`config.mk`:
```
export PLATFORM = sky130hd
export DESIGN_NAME = pio_bus_master
export DESIGN_NICKNAME = d
export VERILOG_FILES = /design/src/rtl/pio_bus_master.sv
export SDC_FILE = /design/constraint.sdc
export NUM_CORES = 1
export LEC_CHECK = 0
export CELL_PAD_IN_SITES_DETAIL_PLACEMENT = 1
export CELL_PAD_IN_SITES_GLOBAL_PLACEMENT = 2
export CORE_AREA = 2 2 131 133
export DETAILED_ROUTE_END_ITERATION = 8
export DIE_AREA = 0 0 133 135
export GPL_TIMING_DRIVEN = 1
export PLACE_DENSITY_LB_ADDON = 0.1
export SLEW_MARGIN = 0
export SYNTH_ARGS = -nofsm -noshare
export SYNTH_HDL_FRONTEND = slang
export SYNTH_SLANG_ARGS = --single-unit
export TNS_END_PERCENT = 10
```
`constraint.sdc`:
```
create_clock -name clk -period 2.6 [get_ports clk]
set_clock_uncertainty 0.05 [all_clocks]
set_input_delay 0.52 -clock clk [delete_from_list [all_inputs] [get_ports clk]]
set_output_delay 0.52 -clock clk [all_outputs]
set_load 0.02 [all_outputs]
```
`src/rtl/pio_bus_master.sv`:
```
// pio_bus_master: bus-to-PIO command sequencer.
// Turns single-beat requests into one-cycle PIO control strobes.
module pio_bus_master #(
  parameter int          TIMEOUT = 1024,
  parameter logic [31:0] VERSION = 32'h0001_0000
) (
  input  logic        clk,
  input  logic        reset,
  input  logic        req_valid,
  output logic        req_ready,
  input  logic        req_write,
  input  logic [7:0]  req_addr,
  input  logic [31:0] req_wdata,
  output logic        rsp_valid,
  output logic [31:0] rsp_rdata,
  output logic        rsp_err,
  output logic [5:0]  pio_action,
  output logic [4:0]  pio_index,
  output logic [1:0]  pio_mindex,
  output logic [31:0] pio_din,
  input  logic [31:0] pio_dout,
  input  logic [3:0]  pio_tx_full,
  input  logic [3:0]  pio_rx_empty
);

  localparam logic [5:0] A_NONE  = 6'd0;
  localparam logic [5:0] A_INSTR = 6'd1;
  localparam logic [5:0] A_PULL  = 6'd8;

  localparam logic [31:0] TMO = 32'(TIMEOUT);

  typedef enum logic [2:0] {
    S_IDLE,
    S_CHECK,
    S_ISSUE,
    S_CAPTURE,
    S_RESP
  } state_t;

  state_t state_q, state_d;

  logic [7:0]  addr_q, addr_d;
  logic        wr_q, wr_d;
  logic [15:0] cnt_q, cnt_d;
  logic        err_q, err_d;
  logic [31:0] rdata_q, rdata_d;
  logic [4:0]  index_q, index_d;
  logic [1:0]  mindex_q, mindex_d;
  logic [31:0] din_q, din_d;

  logic [4:0] sel;
  logic       wr_ok, rd_ok;
  logic [5:0] wr_act, rd_act;
  logic       dec_err, dec_ver;
  logic [5:0] dec_act;
  logic       dec_push, dec_pull;
  logic       blocked, timed_out;
  logic       accept;

  assign sel    = addr_q[4:0];
  assign accept = (state_q == S_IDLE) && req_valid;

  // Decode the latched address into an action and direction check
  always_comb begin
    wr_ok   = 1'b0;
    rd_ok   = 1'b0;
    wr_act  = A_NONE;
    rd_act  = A_NONE;
    dec_ver = 1'b0;
    if (!addr_q[7]) begin
      wr_ok  = 1'b1;
      wr_act = A_INSTR;
    end else begin
      unique case (1'b1)
        (sel <= 5'd5): begin
          wr_ok  = 1'b1;
          wr_act = {1'b0, sel} + 6'd2;
        end
        (sel == 5'd6): begin
          rd_ok  = 1'b1;
          rd_act = A_PULL;
        end
        (sel >= 5'd8 && sel <= 5'd15): begin
          wr_ok  = 1'b1;
          wr_act = {1'b0, sel} + 6'd1;
        end
        (sel >= 5'd16 && sel <= 5'd23): begin
          rd_ok  = 1'b1;
          rd_act = {1'b0, sel} + 6'd1;
        end
        (sel == 5'd24): begin
          rd_ok   = 1'b1;
          dec_ver = 1'b1;
        end
        default: ;
      endcase
    end
    dec_err  = wr_q ? !wr_ok : !rd_ok;
    dec_act  = wr_q ? wr_act : rd_act;
    dec_push = wr_q && addr_q[7] && (sel == 5'd5);
    dec_pull = !wr_q && addr_q[7] && (sel == 5'd6);
  end

  // FIFO flag gating and wait-limit detection
  always_comb begin
    blocked = (dec_push && pio_tx_full[mindex_q]) ||
              (dec_pull && pio_rx_empty[mindex_q]);
    timed_out = (TMO != 32'd0) && ({16'd0, cnt_q} >= TMO);
  end

  // State register
  always_ff @(posedge clk) begin
    if (reset) state_q <= S_IDLE;
    else       state_q <= state_d;
  end

  // Next-state logic
  always_comb begin
    state_d = state_q;
    unique case (state_q)
      S_IDLE:
        if (req_valid) state_d = S_CHECK;
      S_CHECK:
        if (dec_err)        state_d = S_RESP;
        else if (!blocked)  state_d = S_ISSUE;
        else if (timed_out) state_d = S_RESP;
      S_ISSUE:
        state_d = wr_q ? S_RESP : S_CAPTURE;
      S_CAPTURE:
        state_d = S_RESP;
      S_RESP:
        state_d = S_IDLE;
      default:
        state_d = S_IDLE;
    endcase
  end

  // Outputs derived from state; reset masks strobes immediately
  always_comb begin
    req_ready  = (state_q == S_IDLE) && !reset;
    rsp_valid  = (state_q == S_RESP) && !reset;
    rsp_err    = rsp_valid && err_q;
    rsp_rdata  = rdata_q;
    pio_action = ((state_q == S_ISSUE) && !reset) ? dec_act : A_NONE;
    pio_index  = index_q;
    pio_mindex = mindex_q;
    pio_din    = din_q;
  end

  // Request latch, wait counter, error flag and read capture
  always_comb begin
    addr_d   = addr_q;
    wr_d     = wr_q;
    cnt_d    = cnt_q;
    err_d    = err_q;
    rdata_d  = rdata_q;
    index_d  = index_q;
    mindex_d = mindex_q;
    din_d    = din_q;
    if (accept) begin
      addr_d   = req_addr;
      wr_d     = req_write;
      cnt_d    = 16'd0;
      err_d    = 1'b0;
      rdata_d  = 32'd0;
      index_d  = req_addr[4:0];
      mindex_d = req_addr[7] ? req_addr[6:5] : 2'd0;
      din_d    = req_write ? req_wdata : 32'd0;
    end else if (state_q == S_CHECK) begin
      if (dec_err) begin
        err_d = 1'b1;
      end else if (blocked) begin
        if (timed_out)            err_d = 1'b1;
        else if (cnt_q != 16'hFFFF) cnt_d = cnt_q + 16'd1;
      end
    end else if (state_q == S_CAPTURE) begin
      rdata_d = dec_ver ? VERSION : pio_dout;
    end
  end

  // Datapath registers
  always_ff @(posedge clk) begin
    if (reset) begin
      addr_q   <= 8'd0;
      wr_q     <= 1'b0;
      cnt_q    <= 16'd0;
      err_q    <= 1'b0;
      rdata_q  <= 32'd0;
      index_q  <= 5'd0;
      mindex_q <= 2'd0;
      din_q    <= 32'd0;
    end else begin
      addr_q   <= addr_d;
      wr_q     <= wr_d;
      cnt_q    <= cnt_d;
      err_q    <= err_d;
      rdata_q  <= rdata_d;
      index_q  <= index_d;
      mindex_q <= mindex_d;
      din_q    <= din_d;
    end
  end

endmodule

```
**After elaboration in Yosys (flattened, before gate mapping)**

Index checks and enable logic that the tools add are counted.

- $add $sub $neg: 3
- Order comparisons: 7
- Equal/unequal tests: 10
- Mux-type cells: 29
- Bitwise logic cells: 3
- Reductions and logical operators: 28

Operator list:

| cell | count |
|---|---|
| $mux 32 | 2 |
| $mux 6 | 4 |
| $pmux 6 s2 | 2 |
| $add 16x1->16 const B | 1 |
| $ge 16x11->1 const B | 1 |
| $ne 16x16->1 const B | 1 |
| $mux 3 | 5 |
| $logic_and 1x1->1 | 13 |
| $mux 1 | 12 |
| $pmux 3 s4 | 1 |
| $eq 5x3->1 const B | 2 |
| $add 5x1->6 const B | 1 |
| $add 5x2->6 const B | 1 |
| $eq 3x2->1 const B | 2 |
| $eq 5x5->1 const B | 1 |
| $ge 5x4->1 const B | 1 |
| $ge 5x5->1 const B | 1 |
| $le 5x3->1 const B | 1 |
| $le 5x4->1 const B | 1 |
| $le 5x5->1 const B | 1 |
| $reduce_and 5->1 | 1 |
| $bmux 1 s2 | 2 |
| $logic_not 1->1 | 4 |
| $ne 4x4->1 const B | 1 |
| other kinds (13) | 18 |

- Register bits: 100
- Input port bits: 84
- Output and inout port bits: 80
- Logic and storage cells: 89

**Depth between registers and ports, before layout**

- Depth in word-level cells: 9
- Mapped depth: 7
- Depth with buffers taken out: 6

**Worst setup path after synthesis**

No wires, ideal clock.

- Path kind: input -> output
- From: in reset
- To: out rsp_err
- Arrival: 1835 ps
- Required time: 2030 ps
- Path slack: 195 ps
- Stages on the path: 3
- Path buffers: 1
- Cell sequence: clkbuf_1 -> nor4b_1 -> and2_1

- Word-level cells in the longest chain between the ends: 3

Ends and longest elaborated chain:

| item | line | RTL |
|---|---|---|
| start: declaration | 8 | `input logic reset,` |
| $logic_not 1->1 | 141 | `rsp_valid = (state_q == S_RESP) && !reset;` |
| $logic_and 1x1->1 | 141 |  |
| named net rsp_valid | 14 | `output logic rsp_valid,` |
| $logic_and 1x1->1 | 142 | `rsp_err = rsp_valid && err_q;` |
| end: declaration | 16 | `output logic rsp_err,` |

The timed path passes the listed nets, and every way through them passes these cells.

**Worst setup path after layout**

- From: reg addr_q[1]
- To: out pio_action[2]

- Word-level cells in the longest chain between the ends: 6
- Elaborated cells on any way between the ends: 16
- Classes of those cells: 2 x add/sub; 5 x order compare; 1 x eq/ne; 6 x mux; 2 x reduce/logical

Ends and longest elaborated chain:

| item | line | RTL |
|---|---|---|
| start: declaration | 42 | `logic [7:0] addr_q, addr_d;` |
| start signal: assignment | 193 | `addr_q <= addr_d;` |
| $ge 5x5->1, or another cell as far along | 87 | `(sel >= 5'd16 && sel <= 5'd23): begin` |
| $logic_and 1x1->1, on equally long branches | 87, 83 |  |
| $pmux 6 s2 | 74 | `unique case (1'b1)` |
| $mux 6 | 70 | `if (!addr_q[7]) begin` |
| $mux 6 (*) | 99 | `dec_act = wr_q ? wr_act : rd_act;` |
| $mux 6 (*) | 144 | `pio_action = ((state_q == S_ISSUE) && !reset) ? dec_act : A_NONE;` |
| end: declaration | 17 | `output logic [5:0] pio_action,` |

Mark *: on every way between the ends. The rest lies on a longest branch, timed or not.

==> impl_summary.txt <==
----------------------------------------------------
[CTS]
  CTS H-tree lvls ... 3
  Clock slew seen by the registers of the worst setup and hold paths ... 0.07 ns
  Hold-fix buffers, CTS ... 0
  Num CTS Buffers ... 9
  CTS Sinks ... 93
  Clock root buffer master ... clkbuf_16
  CTS tree ... yes
  Clock network latency to the later pin of the worst-skew pair ... 0.34 ns
  Longest Clk Path Bufs ... 2

[Final layout]
  Antenna diode count ... 0
  Share of final-layout standard cells stronger than drive strength 1 ... 14.3%
  Commonest cells after routing, fill and taps aside ... clkdlybuf4s50_1, dfxtp_1, nand2_1, nor2_1, buf_4
  Final std cell area, no fill ... 0.00628 mm2
  Layout-stage area growth over the synthesis result ... 61.9%
  Most common cell after layout, fill and taps aside ... clkdlybuf4s50_1
  Number of fill cells ... 1,821
  Layout Utilization ... 38.3%
  Net count of the finished layout ... 667
  Final cell count without fillers ... 800

[Yosys]
  Net count after synthesis ... 494
  Yosys reg bits ... 93
  Mapped cell area ... 0.00388 mm2
  Unique masters post-synth ... 52
  Number of warnings reported in the yosys synthesis log ... 0
  Portion of the post-synthesis area used by sequential elements ... 48.0%
  Primary FF master, synth ... dfxtp_1
  Number of instances in the synthesized netlist ... 402
  Post-synth top area share ... 48.0%
  Syn Area/Cell ... 9.65 um2
  Area leader, netlist ... dfxtp_1
  Number of flops mapped to enable cells by yosys ... 0
  Proportion of register bits with asynchronous set or reset after synthesis ... 0%
  Most area-consuming cells after synthesis ... dfxtp_1, a22o_1, a22oi_1, nand2_1, nor2_1

[Timing]
  Worst Tran Pin Value ... 0.541 ns
  Final period demand of the worst path ... 2.54 ns
  Post-route worst setup slack ... 0.0563 ns
  Final setup viols ... 0
  Number of hold violations in the final report ... 0
  Post-Route Hold Slack ... 0.416 ns
  Setup repair after global routing missed its margin ... true
  Final critical-path share of the clock period ... 97.8%
  Max-slew headroom ... 63.0%
  Total negative setup slack ... 0 ns
  Timing-limited maximum frequency ... 393 MHz
  Max-slew violation count ... 0

[GRT]
  Sum of overflow across all layers after global routing ... 0
  Maximum number of pins on one net before global-route repair ... 33
  GR met2 Demand/Resource ... 26.0%
  Top Usage Layer GRT ... met2
  Number of antenna violations at the first check in global routing ... 0
  Global-route met3 utilization ... 3.00%
  Number of global-route vias before repair ... 3,863
  Wire length of the first global-routing pass ... 20,100 um
  Met1 capacity usage during global routing ... 16.1%
  Total global routing track utilization ... 14.2%

[Place]
  Cell Count Post-Placement ... 783
  # port buffers ... 162
  Pre-CTS setup slack ... -0.241 ns
  Total half-perimeter wirelength after legalization and detailed placement ... 9360 um
  Total cell area at the placement stage ... 0.00590 mm2
  Routability Congestion ... 0.817

[Critical path]
  Kind of capture point of the worst setup path ... output port
  Critical path required time ... 2.03 ns
  Start of the worst register-to-register path ... addr_q[0]
  Crit. Startpoint ... addr_q[1]
  Path depth of the worst reg2reg path ... 8
  Crit path DAT ... 1.97 ns
  CP startpoint kind ... flop
  Biggest fanout along the worst timing path ... 4
  Critical path type ... flop to output port

[Hold path]
  Number of cells on the worst hold path ... 1
  Hold_sp ... cnt_q[15]
  Worst min-delay path class ... flop to flop

[Die]
  Std-Cell Core Area ... 0.0164 mm2
  FP Rows ... 47
  Initial Utilization ... 23.6%
  Die Y-Extent ... 135 um
  Die area ... 0.0180 mm2
  IO Count ... 164
  Overall die width ... 133 um

[Drt]
  Routed wire length ... 12,500 um
  Average wire length per cell after detail routing ... 15.7 um
  Post-route DRC violation count ... 0
  Pre-antenna DRT Iters ... 4
  Average vias per placed instance ... 4.58
  Via count ... 3,661
  DRC marker count from the first detailed-route iteration ... 105
  Residual antenna-violating net count after detailed routing ... 0

[Pwr]
  Peak ir drop on the vdd network ... 339 uV
  Static leakage ... 2.29 nW
  Power, Total ... 3.54 mW
  Power Dens Cells ... 564 mW/mm2

[Status]
  Status ... finished clean

[Job]
  Maximum Capacitance Violations ... 0

----------------------------------------------------
==> kinds of logic (layout without fill, tap and decap cells) <==
logic type	Yosys count	after routing	share of synthesized area, %
AO/OA/AOI/OAI	110	110	22.4
flip-flops	93	93	48.0
buffers and inverters	46	224	5.58
adder cells (fa/ha/maj)	8	8	2.58
AND/OR/NAND/NOR	132	132	17.5
multiplexers	11	11	3.58
other	1	1	0.0967
XOR/XNOR	1	1	0.226
==> final timing paths <==
check / to / slack [ns]
hold / removal: cnt_q[15] / 0.42
setup reg to reg: cnt_q[0] / 0.27
hold reg to reg: cnt_q[15] / 0.42
setup / recovery: pio_action[2] / 0.06
==> worst max-delay path, stage by stage (launching register included) <==
cell and delay, ns:
dfxtp_4 0.37, inv_2 0.04, ha_1 0.19, a21oi_2 0.14, nor2_1 0.07, or4_4 0.51
a21oi_2 0.17, buf_6 0.13
==> area by class of cell <==
class | instances | area, um2 | area share [%]
Tap cell | 220 | 275 | 4.38
Timing Repair Buffer | 198 | 1910 | 30.4
Sequential cell | 93 | 1870 | 29.7
Clock buffer | 11 | 253 | 4.02
Multi-Input combinational cell | 263 | 1860 | 29.6
Inverter | 10 | 37.5 | 0.598
Clock inverter | 5 | 81.3 | 1.29
==> flip-flops by register name, summed over array words and instances (netlist names) <==
signal and count:
addr_q 6, cnt_q 16, err_q 1, pio_din 32, pio_mindex 2, rsp_rdata 32
state_q 3, wr_q 1
==> synth_stat cells (all sizes together) (2+ instances only) <==
| master | n |
|---|---|
| inv | 10 |
| clkbuf | 18 |
| dfxtp | 93 |
| nand3b | 3 |
| and3 | 2 |
| nand4 | 5 |
| nand2 | 41 |
| buf | 18 |
| nor2b | 2 |
| nor3b | 2 |
| or4 | 3 |
| nor4b | 2 |
| a2111oi | 6 |
| ha | 8 |
| and4b | 2 |
| o21ai | 3 |
| a22oi | 31 |
| a21oi | 19 |
| a21o | 4 |
| a211oi | 3 |
| nand3 | 6 |
| nor3 | 4 |
| nor4 | 3 |
| mux4 | 2 |
| mux2i | 9 |
| and2 | 9 |
| nor2 | 37 |
| a22o | 34 |
| or2 | 2 |
| or3 | 7 |
==> per-layer routing <==
layer  wire length, um  vias up  share of wire, %
li1                  -     1811                 -
met1              5340     1767                43
met2              6510       71                52
met3               478       12               3.8
met4               204        0               1.6
met5                 0        -                 0
==> where the power goes <==
| part | switching, mW | internal [mW] |
|---|---|---|
| logic | 0.255 | 0.296 |
| clock network | 0.580 | 0.897 |
| registers | 0.0425 | 1.47 |
==> what timing repair did <==
action                     CTS  global route
pin swaps                    1             6
setup endpoints to repair    8             4
resized for setup           23            16
buffers inserted             0             1
Power figures use the tool's default switching activity.
